## config.mk

```make
export PLATFORM = sky130hd
export DESIGN_NAME = pipe_run_ctrl
export DESIGN_NICKNAME = d
export VERILOG_FILES = /design/src/rtl/pipe_run_ctrl.sv
export SDC_FILE = /design/constraint.sdc
export NUM_CORES = 1
export LEC_CHECK = 0
export CAP_MARGIN = 20
export CORE_MARGIN = 4
export CORE_UTILIZATION = 47
export DETAILED_ROUTE_END_ITERATION = 10
export GPL_ROUTABILITY_DRIVEN = 0
export HOLD_SLACK_MARGIN = 0.05
export PLACE_DENSITY = 0.75
export SLEW_MARGIN = 0
export SYNTH_ARGS = -nofsm -noshare
export SYNTH_HDL_FRONTEND = slang
export SYNTH_SLANG_ARGS = --single-unit
```

## constraint.sdc

```tcl
create_clock -name clk -period 3.3 [get_ports clk]
set_input_delay 0.495 -clock clk [delete_from_list [all_inputs] [get_ports clk]]
set_output_delay 0.495 -clock clk [all_outputs]
set_load 0.01 [all_outputs]
```

## src/rtl/pipe_run_ctrl.sv

```systemverilog
// Run/halt/single-step controller for the five-stage pipeline: forwards hazard-unit
// stall/flush while running, drains and holds the pipeline empty on halt, and counts retirements.
module pipe_run_ctrl #(
  parameter int XLEN          = 32,
  parameter int CNT_W         = 32,
  parameter bit HALT_ON_RESET = 1'b0
) (
  input  logic             clk,
  input  logic             reset,
  input  logic             halt_req,
  input  logic             resume_req,
  input  logic             step_req,
  input  logic             hz_StallF,
  input  logic             hz_StallD,
  input  logic             hz_FlushD,
  input  logic             hz_FlushE,
  input  logic             PCSrcE,
  output logic             StallF,
  output logic             StallD,
  output logic             FlushD,
  output logic             FlushE,
  output logic             halted,
  output logic             retire,
  output logic [CNT_W-1:0] retire_cnt
);

  localparam logic [1:0] RUN         = 2'd0;
  localparam logic [1:0] DRAIN       = 2'd1;
  localparam logic [1:0] STEP_ISSUE  = 2'd2;
  localparam logic [1:0] HALTED      = 2'd3;
  localparam logic [1:0] RESET_STATE = HALT_ON_RESET ? HALTED : RUN;

  // XLEN only exists so every pipeline block takes the same parameter set.
  if (XLEN < 1) begin : g_xlen_unsupported
  end

  logic [1:0] state;
  logic [1:0] state_nxt;
  logic       valid_d;
  logic       valid_e;
  logic       valid_m;
  logic       valid_w;
  logic       pipe_empty;

  assign pipe_empty = ~(valid_d | valid_e | valid_m | valid_w);
  assign halted     = (state == HALTED);
  assign retire     = valid_w;

  // NOTE: every output gets a default before the case so no path leaves one unassigned (no latch).
  always_comb begin
    StallF = hz_StallF;
    StallD = hz_StallD;
    FlushD = hz_FlushD;
    FlushE = hz_FlushE;
    case (state)
      DRAIN: begin
        // Fetch keeps stalling unless a taken redirect must land in the PC to become the resume PC.
        StallF = hz_StallF | ~PCSrcE;
        StallD = hz_StallD;
        FlushD = ~hz_StallD;
      end
      HALTED: begin
        StallF = 1'b1;
        StallD = 1'b0;
        FlushD = 1'b1;
      end
      default: ;
    endcase
  end

  always_comb begin
    state_nxt = state;
    case (state)
      RUN:        if (halt_req) state_nxt = DRAIN;
      DRAIN:      if (pipe_empty) state_nxt = HALTED;
      STEP_ISSUE: if (!hz_StallF) state_nxt = DRAIN;
      HALTED: begin
        if (resume_req)    state_nxt = RUN;
        else if (step_req) state_nxt = STEP_ISSUE;
      end
      default:    state_nxt = RESET_STATE;
    endcase
  end

  // NOTE: sequential state uses non-blocking assignments so every register samples pre-edge values.
  always_ff @(posedge clk or posedge reset) begin
    if (reset) state <= RESET_STATE;
    else       state <= state_nxt;
  end

  // Validity follows the effective (possibly overridden) stall/flush seen by the datapath.
  always_ff @(posedge clk or posedge reset) begin
    if (reset) begin
      valid_d <= 1'b0;
      valid_e <= 1'b0;
      valid_m <= 1'b0;
      valid_w <= 1'b0;
    end else begin
      valid_d <= FlushD ? 1'b0 : (StallD ? valid_d : 1'b1);
      valid_e <= FlushE ? 1'b0 : valid_d;
      valid_m <= valid_e;
      valid_w <= valid_m;
    end
  end

  always_ff @(posedge clk or posedge reset) begin
    if (reset)       retire_cnt <= '0;
    else if (retire) retire_cnt <= retire_cnt + CNT_W'(1);
  end

endmodule

```

==> key figures <==
Worst hold path
  • HP Start: valid_m
  • Hold crit path type: flop to flop
  • Hold Path Depth: 0
  • Hold Path End: retire

Synth
  • Syn Inst Count: 157
  • Synth Register Bits: 38
  • Post-Syn Area: 0.00175 sq mm
  • Post-Syn Nets: 168
  • FFs w/ async S/R, synth: 100%
  • Synth Flop Type: dfrtp_1
  • Unique cell type count in the Yosys netlist: 30
  • Synth area leaders: dfrtp_1, xnor2_1, nand4_1
  • Synth top area share: 54.4%
  • Largest area contributor in the netlist: dfrtp_1
  • Count leader, synth: dfrtp_1
  • Avg Inst Size Synth: 11.1 sq um
  • Post-synth EDFFs: 0
  • Synth warnings: 0
  • Register area share after synthesis: 54.4%
  • Synth top cells by count: dfrtp_1, xnor2_1, nand4_1, nand3_1, nor2_1

Placed design
  • Buffers on Ports: 47
  • Placed insts: 247
  • Dpl hpwl: 2640 um

Clock tree
  • Post-CTS setup buffer count: 0
  • H-Tree Depth: 2
  • Root Driver: clkbuf_8
  • CTS tree: done
  • CTS resizes: 0
  • # clock sinks: 38
  • Worst skew pair latency: 0.28 ns
  • Reg clk slew, reported paths: 0.06 ns
  • TritonCTS Buffers: 5
  • CTS Buffer Depth: 2
  • Hold buffers post-CTS: 0

Critical path
  • CP max FO: 2
  • Critical Path RT: 2.80 ns
  • Reg-to-reg slack, setup: 1.42 ns
  • Worst Setup End Kind: primary output
  • Worst r2r path cells: 4
  • Critical path launch point type: primary input
  • Reg-to-reg critical path endpoint: retire_cnt[30]
  • Worst r2r src: retire_cnt[2]
  • Slowest stage cell, crit path: clkdlybuf4s50_1
  • CP Class: primary input to primary output
  • Worst path cell trace: clkdlybuf4s50_1 -> nor2_1 -> a31oi_1 -> clkdlybuf4s50_1
  • Largest delay share family, worst path: buffers and inverters
  • Crit path DAT: 1.76 ns
  • Worst Path Buf+Inv: 2
  • Crit path largest cell delay: 0.59 ns
  • Crit path top cell by count: clkdlybuf4s50_1

Cells and area
  • Fin nets: 219
  • Fin cells: 253
  • Share of cells above drive strength 1: 6.28%
  • Layout area overhead: 33.7%
  • Inserted Diodes: 0

STA
  • Clock Skews: 0.00823 ns
  • Max Slew Vio Count: 0
  • Post-layout minimum cycle time: 2.26 ns
  • Slew at the pin closest to its max-slew limit: 0.811 ns
  • Final Setup Violations: 0
  • Fmax: 0.443 GHz
  • Hold Vio Cnt, Final: 0
  • Max-slew headroom: 45.7%
  • RSZ-0062 raised after global routing: false
  • Setup_tns: 0 ns
  • Part of the cycle the worst path needs: 68.4%

Route
  • Vias: 1,322
  • # DRC: 0
  • DR iter-0 viols: 44
  • Wire per inst: 13.8 um
  • Final ANT Viol Nets: 0
  • Final WL: 3500 um
  • Vias per Instance: 5.23
  • First-pass DRT Iterations: 4

Floorplanning
  • Num ports: 48
  • Initial Utilization: 50.4%
  • Die width: 69.0 um
  • Die H: 69.0 um
  • Core Box Area: 0.00347 sq mm
  • FP Rows: 21
  • Die Footprint: 0.00476 sq mm

Power and ir drop
  • Maximum vdd ir drop: 0.303 mV
  • Power density of the placed cells: 499 mW/mm^2
  • Leak: 0.997 nW

Global routing
  • First-pass GRT wire length: 5890 um
  • Global Route Usage Sum: 16.8%
  • Largest net degree at the start of global routing: 39
  • Initial antenna violation count: 0
  • Vias in the first global route: 1,310
  • Grt ovf: 0

Status
  • Status: complete, no violations

Flow run
  • MaxCap Viol Count: 0
==> cell usage in the layout (no fill, tap or decap), types with 4 or more instances in the layout <==
cell type        instances
nand4_1                 15
nand3_1                 12
clkbuf_8                 6
nor2_1                  12
clkdlybuf4s50_1         47
xnor2_1                 25
inv_1                    6
dfrtp_1                 38
nor3_1                   4
xor2_1                   6
nand2_1                  9
==> per-layer routing <==
| metal | global-route usage, % | wire length, um | part of all wire (%) |
|---|---|---|---|
| met5 | 0 | 0 | 0 |
| met4 | 6.57 | 47 | 1.3 |
| met3 | 4.70 | 200 | 5.7 |
| met2 | 25.8 | 1660 | 48 |
| met1 | 22.5 | 1590 | 45 |
==> final cells by class <==
class                   instances  area, sq um
fillers                       286         1130
flip-flops and latches         38          951
multi-input cells             109          746
repair buffers                 48          478
clock buffers                   6         82.6
well taps                      46         57.6
inverters                       6         22.5
==> kinds of logic (layout without fill, tap and decap cells) <==
kind of cell | after synthesis | in the layout | share of synthesized area (%)
AND/OR/NAND/NOR | 69 | 69 | 23.5
multiplexers | 1 | 1 | 0.644
buffers and inverters | 10 | 60 | 2.93
XOR/XNOR | 31 | 31 | 15.5
adder cells (fa/ha/maj) | 1 | 1 | 0.716
AO/OA/AOI/OAI | 7 | 7 | 2.29
flip-flops | 38 | 38 | 54.4
==> worst max path at each step <==
stage	startpoint	end	slack, ns	depth (start not counted)
final	hz_FlushD	FlushD	1.04	4
after global routing	hz_FlushD	FlushD	1.02	4
after CTS	hz_FlushD	FlushD	1.05	4
after detailed placement	hz_FlushD	FlushD	1.07	4
after global placement	hz_FlushD	FlushD	1.07	4
after floorplan	retire	retire_cnt[29]	1.85	5
==> power breakdown <==
part / switching (W) / internal [W]
sequential: 0.0000768 / 0.000522
clock: 0.000143 / 0.000161
combinational: 0.000109 / 0.000155
total: 0.000329 / 0.000838
==> through the flow <==
step                setup slack (ns)  instance area, sq um  util (%)  total power [W]  hold slack, ns
CTS                             1.05                  2340      67.4          0.00118           0.388
finish                          1.04                  2340      67.4          0.00117           0.388
global placement                1.07                  2250      65.0         0.000865           0.365
global route                    1.02                  2340      67.4          0.00123           0.397
floorplan                       1.85                  1750         -         0.000728           0.354
detailed placement              1.07                  2250      65.0         0.000878           0.371
==> registers in the layout, summed over array words and instances, names as in the netlist <==
| register | count |
|---|---|
| valid_d | 1 |
| retire_cnt | 32 |
| retire | 1 |
| state | 2 |
| valid_m | 1 |
| valid_e | 1 |
(Power assumes the default switching activity.)
